--- src/rtl/pc_fetch_unit_if.sv ---
// rtl/pc_fetch_unit_if.sv - fetch-control bus between the core control path (master) and pc_fetch_unit (slave)
interface pc_fetch_unit_if;
    logic        stall;
    logic        branch_taken;
    logic [31:0] branch_target;
    logic        jump;
    logic [31:0] jump_target;
    logic        last_instr_flag;
    logic [31:0] pc;
    logic [31:0] pc_plus4;
    logic        halted;
    logic        fault;
    logic [31:0] retired_count;

    modport master (
        output stall, branch_taken, branch_target, jump, jump_target, last_instr_flag,
        input  pc, pc_plus4, halted, fault, retired_count
    );

    modport slave (
        input  stall, branch_taken, branch_target, jump, jump_target, last_instr_flag,
        output pc, pc_plus4, halted, fault, retired_count
    );
endinterface

--- src/rtl/pc_fetch_unit.sv ---
// rtl/pc_fetch_unit.sv - PC register and next-PC select with halt/fault freeze; PC_PERF_EN enables retired_count
module pc_fetch_unit #(
    parameter logic [31:0] RESET_PC   = 32'h0000_0000,
    parameter int          IMEM_BYTES = 128
) (
    input  logic             clk,
    input  logic             rst_n,
    pc_fetch_unit_if.slave   bus
);
    // HALT and FAULT each own one state bit so halted/fault come straight off a flop.
    typedef enum logic [1:0] {
        S_RUN   = 2'b00,
        S_HALT  = 2'b01,
        S_FAULT = 2'b10
    } state_t;

    localparam logic [31:0] IMEM_LIMIT = 32'(IMEM_BYTES);

    state_t      state_q, state_d;
    logic [31:0] pc_q, pc_d;
    logic [31:0] pc_plus4;
    logic [31:0] redirect_target;
    logic        redirect;
    logic        target_illegal;

    assign pc_plus4        = pc_q + 32'd4;
    assign redirect        = bus.jump | bus.branch_taken;
    assign redirect_target = bus.jump ? bus.jump_target : bus.branch_target;
    assign target_illegal  = (redirect_target[1:0] != 2'b00) || (redirect_target >= IMEM_LIMIT);

    always_comb begin
        state_d = state_q;
        pc_d    = pc_q;
        case (state_q)
            S_RUN: begin
                if (bus.last_instr_flag) begin
                    state_d = S_HALT;
                end else if (bus.stall) begin
                    pc_d = pc_q;
                end else if (redirect) begin
                    if (target_illegal) state_d = S_FAULT;
                    else                pc_d    = redirect_target;
                end else if (pc_plus4 >= IMEM_LIMIT) begin
                    state_d = S_FAULT;
                end else begin
                    pc_d = pc_plus4;
                end
            end
            S_HALT:  state_d = S_HALT;
            S_FAULT: state_d = S_FAULT;
            default: state_d = S_FAULT;
        endcase
    end

    always_ff @(posedge clk or negedge rst_n) begin
        if (!rst_n) begin
            state_q <= S_RUN;
            pc_q    <= RESET_PC;
        end else begin
            state_q <= state_d;
            pc_q    <= pc_d;
        end
    end

`ifdef PC_PERF_EN
    logic [31:0] count_q, count_d;
    logic        advance;

    // PC loads whenever RUN is kept without end-of-program or stall.
    assign advance = (state_q == S_RUN) && (state_d == S_RUN) &&
                     !bus.last_instr_flag && !bus.stall;

    always_comb begin
        count_d = count_q;
        if (advance && (count_q != 32'hFFFF_FFFF)) count_d = count_q + 32'd1;
    end

    always_ff @(posedge clk or negedge rst_n) begin
        if (!rst_n) count_q <= 32'd0;
        else        count_q <= count_d;
    end

    assign bus.retired_count = count_q;
`else
    assign bus.retired_count = 32'd0;
`endif

    assign bus.pc       = pc_q;
    assign bus.pc_plus4 = pc_plus4;
    assign bus.halted   = state_q[0];
    assign bus.fault    = state_q[1];
endmodule

--- src/flat_wrapper.sv ---
// flat-port wrapper written by rule: the top's interface ports become plain ports
module pc_fetch_unit_flat 
#(
    parameter logic [31:0] RESET_PC   = 32'h0000_0000,
    parameter int          IMEM_BYTES = 128
)
  (clk, rst_n, bus_stall, bus_branch_taken, bus_branch_target, bus_jump, bus_jump_target, bus_last_instr_flag, bus_pc, bus_pc_plus4, bus_halted, bus_fault, bus_retired_count);
  pc_fetch_unit_if bus_i ();
  input  logic clk;
  input  logic rst_n;
  input wire logic [$bits(bus_i.stall)-1:0] bus_stall;
  input wire logic [$bits(bus_i.branch_taken)-1:0] bus_branch_taken;
  input wire logic [$bits(bus_i.branch_target)-1:0] bus_branch_target;
  input wire logic [$bits(bus_i.jump)-1:0] bus_jump;
  input wire logic [$bits(bus_i.jump_target)-1:0] bus_jump_target;
  input wire logic [$bits(bus_i.last_instr_flag)-1:0] bus_last_instr_flag;
  output wire logic [$bits(bus_i.pc)-1:0] bus_pc;
  output wire logic [$bits(bus_i.pc_plus4)-1:0] bus_pc_plus4;
  output wire logic [$bits(bus_i.halted)-1:0] bus_halted;
  output wire logic [$bits(bus_i.fault)-1:0] bus_fault;
  output wire logic [$bits(bus_i.retired_count)-1:0] bus_retired_count;
  assign bus_i.stall = bus_stall;
  assign bus_i.branch_taken = bus_branch_taken;
  assign bus_i.branch_target = bus_branch_target;
  assign bus_i.jump = bus_jump;
  assign bus_i.jump_target = bus_jump_target;
  assign bus_i.last_instr_flag = bus_last_instr_flag;
  assign bus_pc = bus_i.pc;
  assign bus_pc_plus4 = bus_i.pc_plus4;
  assign bus_halted = bus_i.halted;
  assign bus_fault = bus_i.fault;
  assign bus_retired_count = bus_i.retired_count;
  pc_fetch_unit #(.RESET_PC(RESET_PC), .IMEM_BYTES(IMEM_BYTES)) u_core (.clk(clk), .rst_n(rst_n), .bus(bus_i));
endmodule
--- config.mk ---
export PLATFORM = sky130hd
export DESIGN_NAME = pc_fetch_unit_flat
export DESIGN_NICKNAME = d
export VERILOG_FILES = /design/src/rtl/pc_fetch_unit_if.sv /design/src/rtl/pc_fetch_unit.sv /design/src/flat_wrapper.sv
export SDC_FILE = /design/constraint.sdc
export NUM_CORES = 1
export LEC_CHECK = 0
export BUFFER_PORTS_ARGS = -buffer_cell sky130_fd_sc_hd__buf_2
export CORE_MARGIN = 10
export CORE_UTILIZATION = 30
export DETAILED_ROUTE_END_ITERATION = 12
export GPL_ROUTABILITY_DRIVEN = 0
export HOLD_SLACK_MARGIN = 0.1
export PLACE_DENSITY = 0.67
export REMOVE_ABC_BUFFERS = 1
export SLEW_MARGIN = 20
export SYNTH_ARGS = -nofsm -noshare
export SYNTH_HDL_FRONTEND = slang
export SYNTH_SLANG_ARGS = --single-unit
--- constraint.sdc ---
create_clock -name clk -period 3.3 [get_ports clk]
set_input_delay 0.33 -clock clk [delete_from_list [all_inputs] [get_ports clk]]
set_output_delay 0.33 -clock clk [all_outputs]
set_load 0.005 [all_outputs]
Word-level counts from Yosys, hierarchy flattened
Index checks and enable logic that the tools add are counted.

word-level totals
  register bits after elaboration = 34
  bits in latches = 0
  bits in writable memories = 0
  memory bits (read-only) = 0
  input port bits = 70
  output and inout bits = 98
  word-level logic and storage cells = 29
  memories kept = 0

cells by class
  add/sub/neg operators = 1
  $mul = 0
  div/mod/pow operators = 0
  $lt $le $gt $ge = 2
  eq/ne operators = 6
  shifts and indexed selects = 0
  muxes and demuxes = 10
  bitwise operators = 3
  reduce and logical (&&, ||, !) cells = 5

operator list
  operator               number
  $mux 32                4
  $ge 32x8->1 const B    2
  $add 32x3->32 const B  1
  $mux 2                 5
  $reduce_and 5->1       1
  $ne 4x2->1 const B     1
  $ne 4x4->1 const B     1
  $pmux 2 s2             1
  $ne 3x3->1 const B     1
  $reduce_and 3->1       1
  $eq 2x1->1 const B     1
  $logic_not 2->1        1
  $ne 2x1->1 const B     1
  $ne 2x2->1 const B     1
  $not 1->1              2
  $reduce_bool 2->1      1
  $logic_or 1x1->1       1
  $or 1x1->1             1

Depth between registers and ports, before layout
  word-level depth = 8
  gate-level depth with buffers = 11
  mapped depth without buffers = 9

Least setup slack after synthesis
No wires, ideal clock.

  kind = flip-flop to flip-flop
  start = reg u_core.pc_q[2] (netlist: u_core.bus.pc[2])
  end = reg u_core.pc_q[3] (netlist: u_core.bus.pc[3])
  library setup time = 0.128 ns
  arrival = 3.149 ns
  setup slack = 0.023 ns
  stages on the path, launching flop included = 11
  clock period less this slack = 3.277 ns
  cells stage by stage = dfrtp_1 -> ha_1 -> nand4_2 -> or4_1 -> buf_2 -> o31ai_2 -> nand4_1 -> or4b_1 -> o31ai_4 -> nand2_4 -> mux2_1

on the way
  word-level cells in the longest chain between the ends = 4

ends and longest elaborated chain
  element                     line                 text
  start: declaration          pc_fetch_unit.sv:20  logic [31:0] pc_q, pc_d;
  start signal: assignment    pc_fetch_unit.sv:61  pc_q <= pc_d;
  $add 32x3->32 *             pc_fetch_unit.sv:26  assign pc_plus4 = pc_q + 32'd4;
  $ge 32x8->1                 pc_fetch_unit.sv:43  end else if (pc_plus4 >= IMEM_LIMIT) begin
  $ne 2x1->1 (no line)        n/a
  $reduce_and 5->1 (no line)  n/a

Mark *: on every way between the ends. The rest lies on a longest branch, timed or not. The select of a mux whose other input is x is not followed.
A chain may end at the register's enable or synchronous reset.

Worst setup path in the final report
  start = reg u_core.pc_q[3] (netlist: u_core.bus.pc[3])
  end = reg u_core.pc_q[24] (netlist: u_core.bus.pc[24])

The elaborated chain is that of the path after synthesis.

==> results.md <==
- The residual DRC count is 0.
- The per-cell via count in the routed design is 5.004.
- The leakage power total is 1.846 nW.
- After clock tree synthesis, the clock-pin slew on the worst setup and hold paths is 0.07 ns.
- The die covers 12,800 µm².
- The mapped netlist covers 2602 µm².
- The initial antenna violation count is 0.
- After floorplanning, the core was sized to cover 8341 µm².
- Summed over all failing endpoints, the final setup total negative slack is 0 ns.
- The synthesized design spends more area on one cell type than any other, namely sky130_fd_sc_hd__dfrtp_1.
- The first global-routing pass estimated 15.04 mm of wire.
- The clock latency reported for the late side of the worst-skew pair is 0.29 ns.
- The total overflow left after global routing is 0.
- For this design, the sink count on the clock tree is 34.
- The final-report max-slew violation count is 0.
- The number of violations reported at the end of detailed-routing iteration 0 is 176.
- The post-synthesis cell type count is 52.
- In this run the remaining antenna-violating nets after routing total 0.
- TritonCTS built the clock tree.
- In the global route stage, met1 resource usage came out at 17.30%.
- Detailed placement finished with a half-perimeter wire length of 7.995 mm.
- The longest clock path from root to sink contains 2 buffers.
- Averaged over all synthesized cells, the footprint is 8.561 µm².
- The fraction of registers with async set or reset after synthesis is 100.0%.
- The path class of the tightest hold or removal check is input port to async pin.
- The worst register-to-register path ends at u_core.bus.pc[24].
- The utilization after layout is 41.48%.
- The maximum number of pins on one net before global-route repair is 35.
- The worst path in the final design needs a cycle of 3.069 ns, including I/O delays and setup.
- The register-to-register setup slack is 0.23 ns.
- In the final layout, the share of cells above drive strength 1 is 39.38%.
- The worst-case reg-to-reg path depth is 10.
- The critical path is of the register to register type.
- The routed wirelength normalized by instance count is 17.40 µm.
- For this design the top-level I/O count stands at 168.
- From bottom edge to top edge, the die measures 113.1 µm.
- Setup violations remaining at the end of the flow were counted as 0.
- At the worst endpoint, the arrival time is 3.26 ns.
- The slew of the pin with the lowest slew margin is 0.7793 ns.
- The flow ran to the end, and the final reports show no timing, DRC or antenna violations.
- The all-layer global routing usage is 14.36%.
- After layout, the design draws a total of 0.8017 mW.
- The count of vias placed by the detailed router is 2,787.
- The worst setup margin is 0.2307 ns.
- The number of fill cells in the layout is 857.
- Walking the worst path, the cells encountered are ha_1, nand4_2, or4_4, o31ai_2, nand4_1, or4b_1, o31ai_4, nand2_4, buf_4, and2_1.
- The slowest stage of the critical path belongs to the cell sky130_fd_sc_hd__or4_4.
- The number of synthesis warnings is 0.
- The synthesized design contains 34 register bits.
- STA classifies the critical path endpoint as a register.
- The worst setup path startpoint is u_core.bus.pc[3].
- The gate family responsible for the most delay along the worst path is simple AND/OR/NAND/NOR gates.
- The number of buffer and inverter stages on the critical path is 1.
- The critical-path maximum fanout is 18.
- The commonest cells after synthesis are sky130_fd_sc_hd__buf_4 (34), sky130_fd_sc_hd__dfrtp_1 (34), sky130_fd_sc_hd__nand2_1 (22).
- The finished cells cover 3460 µm².
- The met2 usage is 24.08%.
- The most congested layer reported by global routing is met2.
- Data on the critical path is required at its endpoint by 3.49 ns.
- The power density relative to cell area is 231.7 nW/µm².
- Ranked by total cell area, the synthesized netlist is headed by sky130_fd_sc_hd__dfrtp_1 (33%), sky130_fd_sc_hd__buf_4 (9.8%), sky130_fd_sc_hd__and2_1 (5.0%).
- The worst-case IR drop observed on VDD is 0.0001494 V.
- The number of buffers created by CTS is 5.
- STA classifies the critical path startpoint as a register.
- The worst hold margin is 0.1133 ns.
- The floorplan step set the die width to 113.1 µm.
- Before antenna repair, the detailed router went through 4 iterations.
- The total number of nets in the final design is 522.
- The post-synthesis sequential area ratio is 32.69%.
- Setup repair after global routing left no endpoint under its margin.
- The total number of placement rows is 33.
- The global routing usage on met3 is 4.490%.
- The wire length reported by the detailed router is 9.690 mm.
- The cell area reported after detailed placement is 3369 µm².
- The worst slack at placement is 0.1323 ns.
- On the worst path, the slowest cell contributes a delay of 0.56 ns.
- The area fraction of the dominant cell type after synthesis is 32.69%.
- In this run the number of H-tree levels came out at 2.
- The synthesized instance count is 304.
- Port buffering added 135 buffers.
- Derived from the worst setup path, the maximum achievable clock frequency is 325.8 MHz.
- The initial utilization of the core area, before any placement, comes to 31.20%.
- After layout, the worst path uses 93.01% of the clock period.
- The clock root buffer is sky130_fd_sc_hd__clkbuf_8.
- The area added between synthesis and finish is 32.93%.
- Max-cap violations in this run came to 0.
- The final cell count without fillers is 557.
- The worst setup skew after layout is 0.006925 ns.
- The number of antenna repair diodes is 0.
- The final number of hold-violating endpoints is 0.
- The worst relative slew slack is 48.04%.
- The startpoint of the lowest-slack register-to-register path is u_core.bus.pc[3].
- The synthesized design contains 0 enable-type register cells.
- Including well taps, the total number of placed cells is 549.
- The number of setup buffers added after CTS is 0.
- The via count of the first global-routing pass is 2,838.
- For this run, the leading register cell type out of synthesis is sky130_fd_sc_hd__dfrtp_1.
[power by group]
group           switching, mW  total, mW  internal, mW
Combinational          0.0405     0.0760        0.0355
Clock                   0.161      0.309         0.149
Sequential     0.000000000348      0.416         0.416
Total                   0.201      0.802         0.601
[cell type report]
cell class / count / area [µm²] / area share [%]
clock buffer: 6 / 72.57 / 2.098
clock inverter: 2 / 13.76 / 0.3978
inverter: 7 / 26.28 / 0.7595
multi-input combinational: 245 / 1516 / 43.83
sequential: 34 / 850.8 / 24.59
tap: 105 / 131.4 / 3.797
timing repair buffer: 158 / 848.3 / 24.52
[sequential cells by signal, indices dropped and copies added, names as in the netlist]
register,flops
u_core.bus.pc,32
u_core.state_q,2
[worst max-delay path by stage]
stage / to / cells past startpoint / slack [ns]
4_1_cts: u_core.bus.pc[24] / 10 / 0.12
3_5_place_dp: u_core.bus.pc[24] / 10 / 0.13
2_1_floorplan: u_core.bus.pc[4] / 9 / -0.07
3_3_place_gp: u_core.bus.pc[18] / 10 / 0.24
6_report: u_core.bus.pc[24] / 10 / 0.23
5_1_grt: u_core.bus.pc[25] / 10 / 0.02
[what timing repair did]
item | CTS | global route
setup endpoints to repair | 0 | 16
hold buffers | 0 | 0
gates resized for setup | 0 | 2
[logic make-up (layout without fill, tap and decap cells)]
family                   count (synthesis)  in the layout  synth area share (%)
other                                    1             32                0.1441
AND/OR/NAND/NOR                        146            146                 32.40
multiplexers                             8              8                 3.269
flip-flops                              34             34                 32.69
AO/OA/AOI/OAI                           37             37                 10.29
adder cells (fa/ha/maj)                  1              1                0.4807
XOR/XNOR                                21             21                 7.067
buffers and inverters                   56            173                 13.65
[routing by layer]
metal	vias up	share of wire, %
li1	1335	-
met1	1304	42
met2	131	49
met3	17	7.8
met4	0	1.6
met5	-	0
[placed cells by master, fill, tap and decap left out, types with 2 or more instances in the layout]
master	synthesis	layout
sky130_fd_sc_hd__buf_4	34	23
sky130_fd_sc_hd__o21ai_0	8	7
sky130_fd_sc_hd__o21ai_1	1	2
sky130_fd_sc_hd__o21a_1	3	3
sky130_fd_sc_hd__dfrtp_1	34	34
sky130_fd_sc_hd__xnor2_1	13	13
sky130_fd_sc_hd__or4_1	3	2
sky130_fd_sc_hd__nand4_1	16	16
sky130_fd_sc_hd__a21oi_1	7	7
sky130_fd_sc_hd__a211oi_1	2	2
sky130_fd_sc_hd__xor2_1	8	8
sky130_fd_sc_hd__conb_1	1	32
sky130_fd_sc_hd__inv_1	7	7
sky130_fd_sc_hd__clkbuf_8	0	5
sky130_fd_sc_hd__mux2_1	2	2
sky130_fd_sc_hd__or2_2	5	5
sky130_fd_sc_hd__nand3_1	13	13
sky130_fd_sc_hd__nor4b_1	3	3
sky130_fd_sc_hd__nand2_1	22	22
sky130_fd_sc_hd__mux2_2	2	2
sky130_fd_sc_hd__o31a_1	2	2
sky130_fd_sc_hd__and3_1	4	4
sky130_fd_sc_hd__nand3b_1	2	2
sky130_fd_sc_hd__nor2_1	12	12
sky130_fd_sc_hd__o2111ai_1	2	2
sky130_fd_sc_hd__nor3_1	11	11
sky130_fd_sc_hd__nor4_1	20	20
sky130_fd_sc_hd__mux2i_1	4	4
sky130_fd_sc_hd__and4_1	4	4
sky130_fd_sc_hd__o22ai_1	2	2
sky130_fd_sc_hd__or3_1	3	3
sky130_fd_sc_hd__and2_1	21	21
sky130_fd_sc_hd__buf_2	8	135
No activity file was read; power rests on OpenSTA's default activity.
